### src/rtl/fifo_pkg.sv
`default_nettype none
// ============================================================================
//  Module      : fifo_pkg
//  Description : Helpers shared by the FIFO family: ceil-log2, pointer
//                width derivation and threshold range checking.
//  Revision    : 1.0 - initial release
// ============================================================================
package fifo_pkg;

   // Ceiling log2. A value of 0 or 1 gives 0.
   function automatic int clog2(input int n);
      int r;
      int v;
      r = 0;
      v = 1;
      while (v < n) begin
         v = v * 2;
         r = r + 1;
      end
      return r;
   endfunction

   // Pointers carry one bit above the address so that full and empty can be
   // told apart when the address bits are equal.
   function automatic int ptr_width(input int depth);
      return clog2(depth) + 1;
   endfunction

   // Thresholds must sit inside the range the occupancy count can reach.
   function automatic bit thresh_ok(input int af, input int ae, input int depth);
      return (af >= 1) && (af <= depth) && (ae >= 0) && (ae <= depth - 1);
   endfunction

endpackage : fifo_pkg
`default_nettype wire

### src/rtl/fifo_mem.sv
`default_nettype none
// ============================================================================
//  Module      : fifo_mem
//  Description : DEPTH x DATA_W storage array with a synchronous write port
//                and an asynchronous read port. Contents are not reset.
//  Revision    : 1.0 - initial release
// ============================================================================
module fifo_mem #(
   parameter int DATA_W = 8,
   parameter int ADDR_W = 4
) (
   input  logic              clk,
   input  logic              wr_en,
   input  logic [ADDR_W-1:0] wr_addr,
   input  logic [DATA_W-1:0] wr_data,
   input  logic [ADDR_W-1:0] rd_addr,
   output logic [DATA_W-1:0] rd_data
);

   localparam int c_DEPTH = 1 << ADDR_W;

   logic [DATA_W-1:0] r_mem [0:c_DEPTH-1];

   // Write the addressed entry on the rising edge when enabled.
   always_ff @(posedge clk) begin
      if (wr_en) begin
         r_mem[wr_addr] <= wr_data;
      end
   end

   assign rd_data = r_mem[rd_addr];

endmodule : fifo_mem
`default_nettype wire

### src/rtl/sync_fifo_param.sv
`default_nettype none
// ============================================================================
//  Module      : sync_fifo_param
//  Description : Parametrised single-clock FIFO with programmable almost
//                thresholds, occupancy count, synchronous flush, registered
//                overflow/underflow pulses, sticky error flag and selectable
//                standard or first-word-fall-through read mode.
//  Revision    : 1.0 - initial release
// ============================================================================
module sync_fifo_param
   import fifo_pkg::*;
#(
   parameter int DATA_W    = 8,
   parameter int ADDR_W    = 4,
   parameter int AF_THRESH = 14,
   parameter int AE_THRESH = 2,
   parameter int FWFT      = 0
) (
   input  logic              clk,
   input  logic              rst,
   input  logic              flush,
   input  logic              push,
   input  logic [DATA_W-1:0] data_in,
   input  logic              pop,
   output logic [DATA_W-1:0] data_out,
   output logic              rd_valid,
   output logic              full,
   output logic              empty,
   output logic              almost_full,
   output logic              almost_empty,
   output logic [ADDR_W:0]   count,
   output logic              overflow,
   output logic              underflow,
   input  logic              clr_err,
   output logic              err_sticky
);

   localparam int                 c_DEPTH = 1 << ADDR_W;
   localparam int                 c_PTR_W = ptr_width(c_DEPTH);
   localparam logic [c_PTR_W-1:0] c_ONE   = c_PTR_W'(1);
   localparam logic [c_PTR_W-1:0] c_AF    = c_PTR_W'(AF_THRESH);
   localparam logic [c_PTR_W-1:0] c_AE    = c_PTR_W'(AE_THRESH);

   // Out-of-range thresholds would make almost_full/almost_empty meaningless.
   if (!thresh_ok(AF_THRESH, AE_THRESH, c_DEPTH)) begin : g_param_check
      $error("sync_fifo_param: AF_THRESH/AE_THRESH outside valid range");
   end

   logic [c_PTR_W-1:0] r_wr_ptr;
   logic [c_PTR_W-1:0] r_rd_ptr;
   logic [c_PTR_W-1:0] w_count;
   logic               w_full;
   logic               w_empty;
   logic               w_push_acc;
   logic               w_pop_acc;
   logic               w_ovf;
   logic               w_unf;
   logic               r_ovf;
   logic               r_unf;
   logic               r_err;
   logic [DATA_W-1:0]  w_rd_data;

   // Status is decoded purely from the registered pointers.
   assign w_count = r_wr_ptr - r_rd_ptr;
   assign w_empty = (r_wr_ptr == r_rd_ptr);
   assign w_full  = (r_wr_ptr[c_PTR_W-2:0] == r_rd_ptr[c_PTR_W-2:0]) &&
                    (r_wr_ptr[c_PTR_W-1]   != r_rd_ptr[c_PTR_W-1]);

   // A push into a full FIFO still goes through when a pop frees the slot
   // in the same cycle, so a full FIFO keeps streaming at one word/cycle.
   assign w_pop_acc  = pop  && !flush && !w_empty;
   assign w_push_acc = push && !flush && (!w_full || w_pop_acc);
   assign w_ovf      = push && !flush && !w_push_acc;
   assign w_unf      = pop  && !flush && w_empty;

   // Pointer update; flush overrides any push/pop in the same cycle.
   always_ff @(posedge clk or posedge rst) begin
      if (rst) begin
         r_wr_ptr <= '0;
         r_rd_ptr <= '0;
      end else if (flush) begin
         r_wr_ptr <= '0;
         r_rd_ptr <= '0;
      end else begin
         if (w_push_acc) r_wr_ptr <= r_wr_ptr + c_ONE;
         if (w_pop_acc)  r_rd_ptr <= r_rd_ptr + c_ONE;
      end
   end

   // Error pulses for one cycle; sticky flag holds until cleared, with a
   // same-cycle error taking precedence over the clear.
   always_ff @(posedge clk or posedge rst) begin
      if (rst) begin
         r_ovf <= 1'b0;
         r_unf <= 1'b0;
         r_err <= 1'b0;
      end else begin
         r_ovf <= w_ovf;
         r_unf <= w_unf;
         if (w_ovf || w_unf) begin
            r_err <= 1'b1;
         end else if (clr_err) begin
            r_err <= 1'b0;
         end
      end
   end

   fifo_mem #(
      .DATA_W (DATA_W),
      .ADDR_W (ADDR_W)
   ) u_mem (
      .clk     (clk),
      .wr_en   (w_push_acc),
      .wr_addr (r_wr_ptr[c_PTR_W-2:0]),
      .wr_data (data_in),
      .rd_addr (r_rd_ptr[c_PTR_W-2:0]),
      .rd_data (w_rd_data)
   );

   if (FWFT != 0) begin : g_fwft
      // Head entry is presented directly; pop only acknowledges it.
      assign data_out = w_rd_data;
      assign rd_valid = !w_empty;
   end else begin : g_std
      logic [DATA_W-1:0] r_dout;
      logic              r_rd_valid;

      // Registered read: capture the head word on each accepted pop.
      always_ff @(posedge clk or posedge rst) begin
         if (rst) begin
            r_dout     <= '0;
            r_rd_valid <= 1'b0;
         end else if (flush) begin
            r_rd_valid <= 1'b0;
         end else begin
            r_rd_valid <= w_pop_acc;
            if (w_pop_acc) r_dout <= w_rd_data;
         end
      end

      assign data_out = r_dout;
      assign rd_valid = r_rd_valid;
   end

   assign full         = w_full;
   assign empty        = w_empty;
   assign count        = w_count;
   assign almost_full  = (w_count >= c_AF);
   assign almost_empty = (w_count <= c_AE);
   assign overflow     = r_ovf;
   assign underflow    = r_unf;
   assign err_sticky   = r_err;

endmodule : sync_fifo_param
`default_nettype wire

### config.mk
export PLATFORM = sky130hd
export DESIGN_NAME = sync_fifo_param
export DESIGN_NICKNAME = d
export VERILOG_FILES = /design/src/rtl/fifo_pkg.sv /design/src/rtl/fifo_mem.sv /design/src/rtl/sync_fifo_param.sv
export SDC_FILE = /design/constraint.sdc
export NUM_CORES = 1
export LEC_CHECK = 0
export CAP_MARGIN = 15
export CORE_ASPECT_RATIO = 0.75
export CORE_MARGIN = 3
export CORE_UTILIZATION = 45
export CTS_CLUSTER_DIAMETER = 30
export DETAILED_ROUTE_END_ITERATION = 7
export HOLD_SLACK_MARGIN = 0.06
export PLACE_DENSITY = 0.6
export SLEW_MARGIN = 30
export SYNTH_ARGS = -nofsm -noshare
export SYNTH_HDL_FRONTEND = slang
export SYNTH_SLANG_ARGS = --single-unit
export TNS_END_PERCENT = 5
### constraint.sdc
create_clock -name clk -period 5.7 [get_ports clk]
set_input_delay 0.855 -clock clk [delete_from_list [all_inputs] [get_ports clk]]
set_output_delay 0.855 -clock clk [all_outputs]
set_load 0.01 [all_outputs]
; ---- Word-level counts from Yosys, hierarchy flattened
; Memories as Yosys holds them, arrays and structs flattened. A register that Yosys moved wholly into a read port is not among the register bits.
; Cells that the tools add are included.
; Widths: inputs -> output; s select.
[totals]
in_bits = 14
out_inout_bits = 21
register_bits = 14
mem_bits_rw = 128
n_memories = 1
[mem_list]
columns = name, words, word_bits, rd, rd_clocked_by_memory_dff, wr, line
row1 = u_mem.r_mem, 16, 8, 1, 1, 1, fifo_mem.sv:22  ; logic [DATA_W-1:0] r_mem [0:c_DEPTH-1];
[op_classes]
mux = 9
n_addsub = 3
eq_ne = 3
bitwise = 1
n_lt_le_gt_ge = 2
n_reduce_logical = 17
[ops]
columns = cell, n
row1 = $mux 5, 4
row2 = $add 5x1->5 const B, 2
row3 = $logic_and 1x1->1, 7
row4 = $reduce_bool 2->1, 3
row5 = $eq 5x5->1, 1
row6 = $ge 5x4->1 const B, 1
row7 = $le 5x2->1 const B, 1
row8 = $mux 1, 5
row9 = $sub 5x5->5, 1
row10 = $eq 4x4->1, 1
row11 = $logic_not 1->1, 4
row12 = $logic_or 1x1->1, 2
row13 = $reduce_and 2->1, 1
row14 = $ne 1x1->1, 1
row15 = $not 1->1, 1

; ---- Logic depth before layout (Yosys ltp)
; Gate-level depths: netlist of the first run.
[logic_depth]
word_depth = 9
ltp_mapped = 9
ltp_nobuf = 8

; ---- Modules after synthesis
; Synthesis of the first run repeated with hierarchy kept, for this count alone.
[unflattened]
cells_unflattened = 324
hier_area_um2 = 6183.4
[modules_own_cells]
columns = module, cells_each, instances, area_each_um2, seq_area_each_um2
row1 = fifo_mem, 221, 1, 4987.3, 3843.7
row2 = sync_fifo_param, 103, 1, 1196.1, 550.5

; ---- Worst setup path after synthesis of the first run
; Ideal clock, no wire load.
[synth_path]
kind = flip-flop to output port
startpoint = register r_rd_ptr[1]
endpoint = output almost_empty
required_time_ns = 4.845
t_arrival_ns = 2.233
path_slack_ns = 2.612
path_stages_with_launch = 9
n_path_buf = 2
cell_sequence = dfrtp_1 buf_6 buf_2 inv_1 ha_1 nor2b_1 o21a_1 or3_1 a211oi_1
[synth_between]
elab_chain_len = 2
[synth_rtl]
columns = element, line
row1 = start: declaration, sync_fifo_param.sv:50  ; logic [c_PTR_W-1:0] r_rd_ptr;
row2 = start signal: assignment, sync_fifo_param.sv:86  ; if (w_pop_acc) r_rd_ptr <= r_rd_ptr + c_ONE;
row3 = $sub 5x5->5, sync_fifo_param.sv:64  ; assign w_count = r_wr_ptr - r_rd_ptr;
row4 = $le 5x2->1, sync_fifo_param.sv:149  ; assign almost_empty = (w_count <= c_AE);
row5 = end: declaration, sync_fifo_param.sv:30  ; output logic almost_empty,
; No other way between the ends.

; ---- Worst setup path in the final report of the first run
[layout_path]
startpoint = register r_rd_ptr[0]
endpoint = output almost_empty
; Same word-level chain as after synthesis.

==> results of run 1 <==
==> worst max path at each step <==
stage                start      endpoint  slack [ns]
2_1_floorplan  r_rd_ptr[1]  almost_empty        2.61
3_3_place_gp   r_rd_ptr[0]  almost_empty        2.21
3_5_place_dp   r_rd_ptr[0]  almost_empty        2.11
4_1_cts        r_rd_ptr[0]  almost_empty        1.65
5_1_grt        r_rd_ptr[0]  almost_empty        1.51
6_report       r_rd_ptr[0]  almost_empty        1.67
==> layout make-up <==
class                           instances  area share
Multi-Input combinational cell        202      0.2273
Tap cell                              171     0.02949
Sequential cell                       150      0.6056
Timing Repair Buffer                   40     0.05311
Clock inverter                         14     0.02069
Inverter                                9    0.004656
Clock buffer                           18     0.05915
==> cells in the mapped netlist (4+ instances only) <==
cell      instances  area (um^2)
o22ai_1          16        100.1
nor3_1            5        25.02
inv_1             9        33.78
buf_2             5        25.02
o21ai_0          11        55.05
buf_4             4        30.03
a31oi_1           8        50.05
dfrtp_1          22        550.5
nand2b_1          4        25.02
nand2_1           5        18.77
mux4_2            8        180.2
ha_1              9        112.6
edfxtp_1        128         3844
clkbuf_1          5        18.77
a221oi_1          8        70.07
mux2i_1          51        510.5
nor2_1           34        127.6
==> registers in the layout (all words and copies together) (netlist names) <==
| register | flops |
|---|---|
| underflow | 1 |
| data_out | 8 |
| r_wr_ptr | 5 |
| rd_valid | 1 |
| r_rd_ptr | 5 |
| u_mem.r_mem | 128 |
| err_sticky | 1 |
| overflow | 1 |
==> per-layer routing <==
layer / GRT usage / up-vias / part of all wire
li1: - / 1560 / -
met1: 0.2688 / 1644 / 0.48
met2: 0.2689 / 97 / 0.45
met3: 0.05284 / 13 / 0.060
met4: 0.04863 / 0 / 0.013
met5: 0 / - / 0
==> power groups by stage <==
stage,Combinational (W),Clock [W],Sequential [W]
global route,0.000403,0.00115,0.00127
CTS,0.000375,0.00110,0.00126
detailed placement,0.000373,0,0.00129
floorplan,0.000190,0,0.00129
global placement,0.000367,0,0.00128
finish,0.000371,0.00109,0.00126
==> logic make-up after synthesis <==
| group | share of synthesized area |
|---|---|
| buffers and inverters | 0.02466 |
| AO/OA/AOI/OAI | 0.06770 |
| XOR/XNOR | 0.01112 |
| flip-flops | 0.7098 |
| multiplexers | 0.1116 |
| AND/OR/NAND/NOR | 0.05376 |
| adder cells (fa/ha/maj) | 0.02142 |
==> stage by stage <==
step / cell area (um^2) / utilization / setup slack [ns] / cells
global route: 7256 / 0.5498 / 1.513 / 604
CTS: 7251 / 0.5494 / 1.652 / 604
global placement: 6671 / 0.5055 / 2.208 / 572
finish: 7256 / 0.5498 / 1.674 / 604
detailed placement: 6671 / 0.5055 / 2.110 / 572
floorplan: 6191 / - / 2.612 / 380
==> out/metrics.cfg, run 1 <==
[status]
run_status=finished clean

[grt]
grt_pass1_wl_um=20130
track_usage=0.1829
gr-total-overflow=0
grt_max_degree=32
grt_pass1_vias=3425
grt_antenna_before_repair=0

[critical_path]
path_cells=buf_4 -> ha_1 -> inv_1 -> fa_1 -> a21o_1 -> a21oi_1 -> xnor2_1 -> a211oi_1 -> clkdlybuf4s50_1
start_kind=flip-flop
cp_slowest_cell=clkdlybuf4s50_1
reg2reg_slack_ns=2.80
r2r_start=r_rd_ptr[2]
cp.arrival_ns=3.17
worst-path-buf-inv=3
critPathMaxStageDelay_ns=0.57
cp_num_cells=9
required_ns=4.85
cp_max_fo=31
critical_path_class=flip-flop to primary output
worstRegToRegCells=7
path_delay_family=buffers and inverters
r2r-end=u_mem.r_mem[5][4]
critPathCaptureType=primary output

[route]
dr.pass1.iters=4
drc=0
wire_per_inst_um=21.75
drtIter0Drc=375
drtAntennaViolNets=0
vias_per_cell=5.487
vias=3314
wirelength_um=13140

[yosys]
yosysUniqueCellTypes=46
yosys_warnings=0
avgSynthCellArea_um2=16.29
synthesis.area_um2=6191
ys_seq_elements=150
netlist_instances=380
async_flop_share=0.1467
synth-main-ff-cell=edfxtp_1
synth_fp_nets=404
synth_edf_count=128
ys_seq_area_frac=0.7098

[power]
combPwrFrac=0.137
sw_frac_of_total=0.2410
power.share.clock=0.399
seq_power_share=0.464
p_leak_nw=2.356
switching_power_w=0.0006555
power_w=0.002720
p_per_area_nw_per_um2=374.9
p_int_w=0.002065
irDropWorstVdd_v=0.0002616

[clock_network]
cts_repair_resize_count=0
root_buffer=clkbuf_16
cts_setup_buffers=0
clk_latency_ns=0.41
cts_buffers=17
clockBufferDepth=2
htreeDepth=4
hold_buffers=0
cts_tree=yes
clkTransAtPathRegs_ns=0.06
cts_sinks=150

[cells_and_area]
syn_to_final_growth_pct=17.20
drive_above_1_share=0.1178
antenna_cells=0
layout_commonest_cell=edfxtp_1
multi_input_area_um2=1649
final_cell_mix=128 x edfxtp_1, 51 x mux2i_1, 34 x nor2_1, 34 x clkdlybuf4s50_1, 22 x dfrtp_1
fillCellCount=1061
layout.nets=444
regArea_um2=4394

[die]
fp.dieW_um=141.4
dieHeight_um=107.6
core_um2=13200
ios=35
row_count=36
start_util=0.4691
die-area_um2=15220

[timing]
rsz0062_at_grt=no
finalMaxSlewViolations=0
worst_pin_slew_ns=0.8593
clock.fmax_mhz=248.4
finalSetupTns_ns=0
slew_headroom=0.4250
min_period_ns=4.026
fin_crit_sh=0.7064
fin_skew_ns=0.009079
finalSetupViolCount=0
whs_ns=0.5273
hold_violations=0

[flow_run]
maxCapViolations=0

[hold_path]
hold_class=flip-flop to flip-flop
min_to=err_sticky
min_from=err_sticky
hold-path-cell-count=1

[placement]
place_congestion=0.7684
place.port_buffers=34
dpl.hpwl_um=8297

No activity file was read; power rests on OpenSTA's default activity.
==> run 2, diff against run 1 <==
--- a/config.mk
+++ b/config.mk
@@ -12,7 +12,7 @@
 export CTS_CLUSTER_DIAMETER = 30
 export DETAILED_ROUTE_END_ITERATION = 7
 export HOLD_SLACK_MARGIN = 0.06
-export PLACE_DENSITY = 0.6
+export PLACE_DENSITY = 0.62
 export SLEW_MARGIN = 30
 export SYNTH_ARGS = -nofsm -noshare
 export SYNTH_HDL_FRONTEND = slang
==> constraint.sdc (replaced) <==
create_clock -name clk -period 3.5 [get_ports clk]
set_input_delay 0.525 -clock clk [delete_from_list [all_inputs] [get_ports clk]]
set_output_delay 0.525 -clock clk [all_outputs]
set_load 0.01 [all_outputs]
==> run 2 against run 1 <==
Against the previous run: first-iteration DRC count down 3.2%; flip-flop and latch count unchanged; design area up 1.1%; routed wire length down 1.3%; critical path depth unchanged; critical endpoint is now almost_full; largest cell class unchanged; largest power group unchanged.
==> out/metrics.cfg, run 2 (synthesis results as in run 1) <==
[cells_and_area]
drive_above_1_share=0.1309  ; +0.01314
syn_to_final_growth_pct=18.51
top_register=u_mem.r_mem
largest_reg_flops=128  ; unchanged
layout.nets=454  ; +2.3%
antenna_cells=0  ; unchanged
stdcell_area_um2=7337  ; +1.1%
final_util=0.5559  ; +0.006163
final_cell_mix=128 x edfxtp_1, 51 x mux2i_1, 34 x nor2_1
layout_commonest_cell=edfxtp_1

[timing]
hold_violations=0  ; unchanged
finalMaxSlewViolations=0  ; unchanged
rsz0062_at_grt=no
min_period_ns=3.329
clock.fmax_mhz=300.4
worst_pin_slew_ns=0.7632  ; -0.09615 ns
fin_crit_sh=0.9511
finalSetupTns_ns=0  ; unchanged
finalSetupViolCount=0  ; unchanged
fin_skew_ns=0.01028  ; +0.001203 ns
slew_headroom=0.4896  ; +0.06462

[flow_run]
maxCapViolations=0  ; unchanged

[power]
p_per_area_nw_per_um2=609.5  ; +63%
irDropWorstVdd_v=0.0003602  ; +38%
p_leak_nw=2.411  ; +2.3%

[placement]
dpl.hpwl_um=8264  ; -0.39%
place.port_buffers=34  ; unchanged
place_congestion=0.7862  ; +2.3%
place_area_um2=6746  ; +1.1%

[die]
core_um2=13200  ; unchanged
die-area_um2=15220  ; unchanged
row_count=36  ; unchanged
start_util=0.4691  ; unchanged
fp.dieW_um=141.4  ; unchanged
dieHeight_um=107.6  ; unchanged
ios=35  ; unchanged

[critical_path]
r2r_start=r_rd_ptr[3]
start_kind=flip-flop
critPathCaptureType=primary output
cp_max_fo=4  ; -87%
reg2reg_slack_ns=0.81  ; -1.99 ns
required_ns=2.97  ; -1.88 ns
worstRegToRegCells=6  ; -1
r2r-end=u_mem.r_mem[5][3]
cp.arrival_ns=2.80  ; -0.37 ns
critical_path_class=flip-flop to primary output

[clock_network]
clk_latency_ns=0.41  ; about the same
cts_setup_buffers=0  ; unchanged
cts_buffers=17  ; unchanged
cts_sinks=150  ; unchanged
htreeDepth=4  ; unchanged
cts_tree=yes
root_buffer=clkbuf_16
clkTransAtPathRegs_ns=0.06  ; about the same
hold_buffers=0  ; unchanged
clockBufferDepth=2  ; unchanged

[status]
run_status=finished clean

[route]
dr.pass1.iters=6  ; +2
drtIter0Drc=363  ; -3.2%
wire_per_inst_um=21.12  ; -2.9%
vias=3419  ; +3.2%
wirelength_um=12970  ; -1.3%
vias_per_cell=5.568  ; +1.5%
drtAntennaViolNets=0  ; unchanged
drc=0  ; unchanged

[hold_path]
hold_class=input pin to async pin

[grt]
grt_pass1_vias=3411  ; -0.41%
gr-total-overflow=0  ; unchanged
track_usage=0.1812  ; -0.001730
grt_max_degree=31  ; -3.1%
grt_pass1_wl_um=19910  ; -1.1%
grt_antenna_before_repair=1  ; +1

==> run 2: cell count changes in the layout (fill, tap and decap cells not counted), sizes merged <==
cell | previous run | this run
buf | 6 | 16
inv | 12 | 11
clkbuf | 18 | 20
bufinv | 2 | 3
clkinv | 7 | 4
clkdlybuf4s50 | 34 | 33
clkinvlp | 2 | 3
dlymetal6s2s | 0 | 1
==> run 2: how the worst max path moves through the flow <==
stage,startpoint,to,slack (ns),depth (start not counted)
floorplan,r_rd_ptr[1],almost_empty,0.74,8
global placement,r_wr_ptr[0],almost_empty,0.56,9
detailed placement,r_wr_ptr[0],almost_empty,0.48,9
CTS,r_wr_ptr[0],almost_empty,0.03,9
global route,r_wr_ptr[0],almost_full,0.03,9
finish,r_wr_ptr[0],almost_full,0.17,9
==> run 2: per-stage QoR <==
step           cells  setup WS, ns  hold slack (ns)  total power, W
3_5_place_dp     582        0.4760           0.4967        0.002707
4_1_cts          614       0.03162           0.5104        0.004506
6_report         614        0.1711           0.4788        0.004472
2_1_floorplan    380        0.7420           0.5142        0.002414
5_1_grt          614       0.02858           0.5084        0.004643
3_3_place_gp     582        0.5571           0.4765        0.002695
==> run 2: metal layers <==
layer	vias to the layer above	routed length, um	global-route usage
li1	1577	-	-
met1	1702	6265	0.2758
met2	119	5442	0.2505
met3	19	1016	0.04574
met4	2	232	0.06849
met5	-	11	0
==> run 2: critical path: stages (launching register included) <==
cell and delay [ns]:
dfrtp_1 0.42, inv_2 0.11, ha_1 0.17, inv_1 0.05, fa_1 0.39, a21o_1 0.20
a21oi_1 0.17, xnor2_1 0.19, a41o_1 0.15, clkdlybuf4s50_1 0.54
==> run 2: final cells by class <==
type / count / area [um^2]
flip-flops and latches: 150 / 4394
clock inverters: 12 / 151.4
inverters: 9 / 33.78
repair buffers: 50 / 462.9
well taps: 171 / 214.0
fillers: 1038 / 5861
multi-input cells: 202 / 1644
clock buffers: 20 / 436.7
==> run 2: power by group <==
group,total (W),switching (W),internal (W)
Sequential,0.00206,0.0000435,0.00201
Clock,0.00181,0.000687,0.00112
Combinational,0.000609,0.000313,0.000296
Total,0.00447,0.00104,0.00343
==> run 2: timing repair <==
item                       4_1_cts  5_1_grt
setup endpoints to repair        0        2
gates resized for setup          0        2
hold endpoints to repair         0        0
==> RTL change 1 (settings of run 2) <==
`DATA_W` is set to 8 in 2 places; all go to 10.
--- a/src/rtl/fifo_mem.sv
+++ b/src/rtl/fifo_mem.sv
@@ -6,7 +6,7 @@
 //  Revision    : 1.0 - initial release
 // ============================================================================
 module fifo_mem #(
-   parameter int DATA_W = 8,
+   parameter int DATA_W = 10,
    parameter int ADDR_W = 4
 ) (
    input  logic              clk,
--- a/src/rtl/sync_fifo_param.sv
+++ b/src/rtl/sync_fifo_param.sv
@@ -10,7 +10,7 @@
 module sync_fifo_param
    import fifo_pkg::*;
 #(
-   parameter int DATA_W    = 8,
+   parameter int DATA_W    = 10,
    parameter int ADDR_W    = 4,
    parameter int AF_THRESH = 14,
    parameter int AE_THRESH = 2,
Interface: changed (resized data_in and data_out); port bits go from 35 to 39. The function was not compared with the original's and may differ.
==> RTL change 1 against run 2 <==
- sequential cell count grew 34
- setup slack lost 14 ps
- synthesized cell count grew 8.4%
- die area grew 19%
- clock skew grew 2.4 ps
- total power grew 18%
- non-clock buffer count grew 13
- sequential power grew 23%
- synthesized area grew 20%
- critical path type unchanged
- cell area grew 19%
- routed wire length grew 22%
- via count grew 15%
==> RTL change 1: results (changes against run 2) <==
CTS
  • Clock Root Buffer: clkbuf_16
  • TritonCTS buffer count: 17 (unchanged)
  • Skew-Pair Late Insertion Delay: 430 ps (+20 ps)
  • Clock Pin Slew Worst Setup and Hold Paths: 70 ps

GRT
  • GRT Overall Usage: 18.4% (+0.30 points)
  • Vias in the first global route: 4023 (+18%)
  • Met3 Use GR: 4.48% (-0.090 points)
  • GR met1 Demand/Resource: 26.5% (-1.1 points)
  • GR Util met2: 29.2% (+4.1 points)
  • First-pass GRT wire length: 24.0 mm (+21%)
  • Initial antenna violation count: 0 (-1)
  • Largest net degree at the start of global routing: 44 (+42%)

Final layout
  • Max FFs per register: 160 (+25%)
  • Fraction of layout cells with a size suffix above 1: 21.4% (+8.4 points)
  • Nets: 498 (+9.7%)
  • Ant. Diodes: 0 (unchanged)

Yosys
  • Top cells by area, synth: edfxtp_1, mux4_2, dfrtp_1
  • Post-synthesis sequential area ratio: 72.8% (+1.8 points)
  • Top cells by count, synth: edfxtp_1, nand2_1, mux4_2
  • Post-synth EDFFs: 160 (+25%)
  • Distinct cells, synth: 40 (-13%)
  • Syn Nets: 438 (+8.4%)
  • Ys async rst share: 13.0% (-1.6 points)

Worst setup path
  • Worst path top cell family by delay: buffers and inverters
  • Worst-path fanout max: 4 (unchanged)
  • Crit path DAT: 2820 ps (+20 ps)
  • Worst stage delay on the critical path: 530 ps

Power
  • Maximum VDD drop: 0.367 mV (+1.9%)
  • P_leak: 0.00296 uW (+23%)

STA
  • Skew final: 12.7 ps (+2.43 ps)
  • Endpoints failing hold: 0 (unchanged)
  • Slew HR: 40.9% (-8.1 points)

Placed design
  • Routability cong.: 0.791 (+0.59%)
  • Number of buffers inserted by port buffering: 38 (+12%)
  • HPWL after DPL: 9.97 mm (+21%)
  • DP Area: 0.00815 sq mm (+21%)

Drt
  • DR pass1 iterations: 4 (-2)
  • Wire length per cell: 22.7 um (+7.4%)
  • Initial DRC Count: 236 (-35%)
  • Vias/cell: 5.67 (+1.9%)

Run status
  • Status: finished clean
## RTL change 1: changes by cell type in the layout (fill, tap and decap cells not counted), moves of 7 or more
cell | before | now
mux4_2 | 8 | 40
nand2_1 | 5 | 46
a221oi_1 | 8 | 0
o22ai_1 | 16 | 0
a22o_1 | 0 | 10
mux2i_1 | 51 | 2
nor2_1 | 34 | 19
edfxtp_1 | 128 | 160
o21ai_0 | 11 | 4
buf_4 | 16 | 25
nand3_1 | 1 | 11
## RTL change 1: area by class of cell
class                   count  area [sq um]
flip-flops and latches    184          5410
repair buffers             63           571
clock inverters            14           135
well taps                 210           263
fillers                  1289          7400
multi-input cells         196          1870
inverters                  10          37.5
clock buffers              18           429
## RTL change 1: layer usage
layer	share of wire, %	routed length (um)	vias to the layer above
met5	0	0	-
met4	0.66	104	0
met3	4.8	759	7
met2	48	7520	91
met1	47	7390	2107
li1	-	-	1737
## RTL change 1: kinds of logic after synthesis
group	Yosys count	synth area share, %
DFF	184	72.8
buffers and inverters	32	2.12
adders and majority gates	10	1.79
AOI/OAI and AO/OA	41	4.13
xor gates and xnor gates	8	1.15
muxes	42	12.4
and+or+nand+nor	95	5.68
## RTL change 1: power by group
group          switching, uW  leakage, uW  internal [uW]
clock                    865     0.000267            940
combinational            442     0.000936            503
sequential              63.3      0.00176           2470
total                   1370      0.00296           3920
## RTL change 1: per-stage QoR
step / power [uW] / instances / hold WS, ps / setup slack [ps]
6_report: 5290 / 695 / 469 / 157
5_1_grt: 5510 / 695 / 529 / 35.1
4_1_cts: 5350 / 695 / 476 / 26.6
3_5_place_dp: 3550 / 663 / 510 / 473
3_3_place_gp: 3530 / 663 / 477 / 563
2_1_floorplan: 3160 / 412 / 529 / 536
## RTL change 1: worst paths after layout
check	slack, ps	cells after the start	end	from
max reg2reg	800	6	data_out[1]	r_rd_ptr[3]
max in group asynchronous	2640	2	r_rd_ptr[0]	rst
min	470	2	r_rd_ptr[4]	rst
min reg2reg	510	1	err_sticky	err_sticky
max	160	9	almost_full	r_wr_ptr[0]
min in group clk	510	1	err_sticky	err_sticky
==> RTL change 2 (flow settings as in run 2) <==
Without the edit above. Register the output `count`, with the module's reset; this adds one clock of latency there. The other outputs are not delayed to match. Comments in the files are not updated.
--- a/src/rtl/sync_fifo_param.sv
+++ b/src/rtl/sync_fifo_param.sv
@@ -144,7 +144,13 @@
 
    assign full         = w_full;
    assign empty        = w_empty;
-   assign count        = w_count;
+   always_ff @(posedge clk or posedge rst) begin
+      if (rst) begin
+         count <= '0;
+      end else begin
+         count <= w_count;
+      end
+   end
    assign almost_full  = (w_count >= c_AF);
    assign almost_empty = (w_count <= c_AE);
    assign overflow     = r_ovf;
Function: changed (Yosys sat finds a counterexample within 4 cycles, from zero or initial values and one cycle with rst high).
==> RTL change 2 against run 2 <==
- routed wire length down 2.5%
- setup slack improved by 33 ps
- total power up 3.7%
- cell area grew 2.2%
- sequential cell count is 5 higher
- synthesized area up 0.89%
- synthesized cell count is 13% lower
- fmax grew 0.99%
- worst hold slack better by 19 ps
==> RTL change 2: results (changes against run 2) <==
Run status
  • Status: finished clean

Placed design
  • DP Area: 0.00691 sq mm (+2.4%)
  • Routability cong.: 0.773 (-1.6%)
  • Cells after DPL: 549 (-5.7%)

STA
  • Skew final: 12.7 ps (+2.40 ps)
  • Hold slack: 498 ps (+18.7 ps)
  • Slew HR: 46.0% (-3.0 points)

Final layout
  • Nets: 421 (-7.3%)
  • Fraction of layout cells with a size suffix above 1: 23.4% (+10 points)
  • Layout fillers: 1016 (-2.1%)

Drt
  • Initial DRC Count: 259 (-29%)
  • Wire length per cell: 21.8 um (+3.0%)
  • DR pass1 iterations: 5 (-1)
  • Vias/cell: 5.39 (-3.2%)

GRT
  • First-pass GRT wire length: 20.0 mm (+0.28%)
  • Vias in the first global route: 3254 (-4.6%)
  • Initial antenna violation count: 0 (-1)

Yosys
  • Post-synthesis sequential area ratio: 72.4% (+1.4 points)
  • Syn avg cell area: 18.9 sq um (+16%)
  • Top cells by area, synth: edfxtp_1, mux4_2, dfrtp_1
  • Ys async rst share: 17.4% (+2.8 points)
  • Distinct cells, synth: 40 (-13%)
  • Syn Nets: 355 (-12%)
  • Top cells by count, synth: edfxtp_1, mux4_2, dfrtp_1

Worst setup path
  • Worst R2R Setup Slack: 1000 ps (+190 ps)
  • Crit path DAT: 2770 ps (-30 ps)

Min path
  • Worst Hold Class: register to register
-- RTL change 2: worst max-delay path: cells and delay by family (launching register included) --
| kind | cells | cell delay (ps) |
|---|---|---|
| compound gates | 3 | 480 |
| xor+xnor | 1 | 180 |
| fa+ha+maj | 2 | 570 |
| buf+inv | 3 | 710 |
| flops | 1 | 420 |
-- RTL change 2: metal layers --
| metal | track usage, % | part of all wire (%) |
|---|---|---|
| met5 | 0 | 0 |
| met4 | 3.70 | 0.32 |
| met3 | 4.91 | 7.5 |
| met2 | 25.8 | 45 |
| met1 | 27.9 | 47 |
-- RTL change 2: worst max path at each step --
stage                              to  slack (ps)
finish                    almost_full         200
global route              almost_full          50
CTS                      almost_empty          50
detailed placement       almost_empty         500
global placement         almost_empty         580
floorplan           u_mem.r_mem[0][0]         810
-- RTL change 2: kinds of logic after synthesis --
group	synth area share, %
AO/OA/AOI/OAI	3.75
XOR/XNOR	1.24
adder cells (fa/ha/maj)	2.12
buffers and inverters	2.06
flip-flops	72.4
multiplexers	14.3
AND/OR/NAND/NOR	4.21
-- RTL change 2: where the power goes --
part | total [uW] | internal (uW) | switching, uW
clock | 1820 | 1120 | 699
sequential | 2140 | 2090 | 53.8
combinational | 680 | 354 | 326
total | 4640 | 3560 | 1080
-- RTL change 2: cell type report --
type / instances / share of cell area (%)
flip-flops and latches: 155 / 60.3
multi-input cells: 152 / 21.3
repair buffers: 60 / 7.18
clock buffers: 20 / 5.82
well taps: 171 / 2.85
clock inverters: 12 / 1.99
inverters: 11 / 0.551
-- RTL change 2: metrics by stage --
step / setup WS [ps] / power, uW / utilization, %
6_report: 204 / 4640 / 56.4
5_1_grt: 54.3 / 4850 / 56.4
4_1_cts: 49.7 / 4690 / 56.4
3_5_place_dp: 495 / 2880 / 52.0
3_3_place_gp: 576 / 2860 / 52.0
2_1_floorplan: 807 / 2560 / -
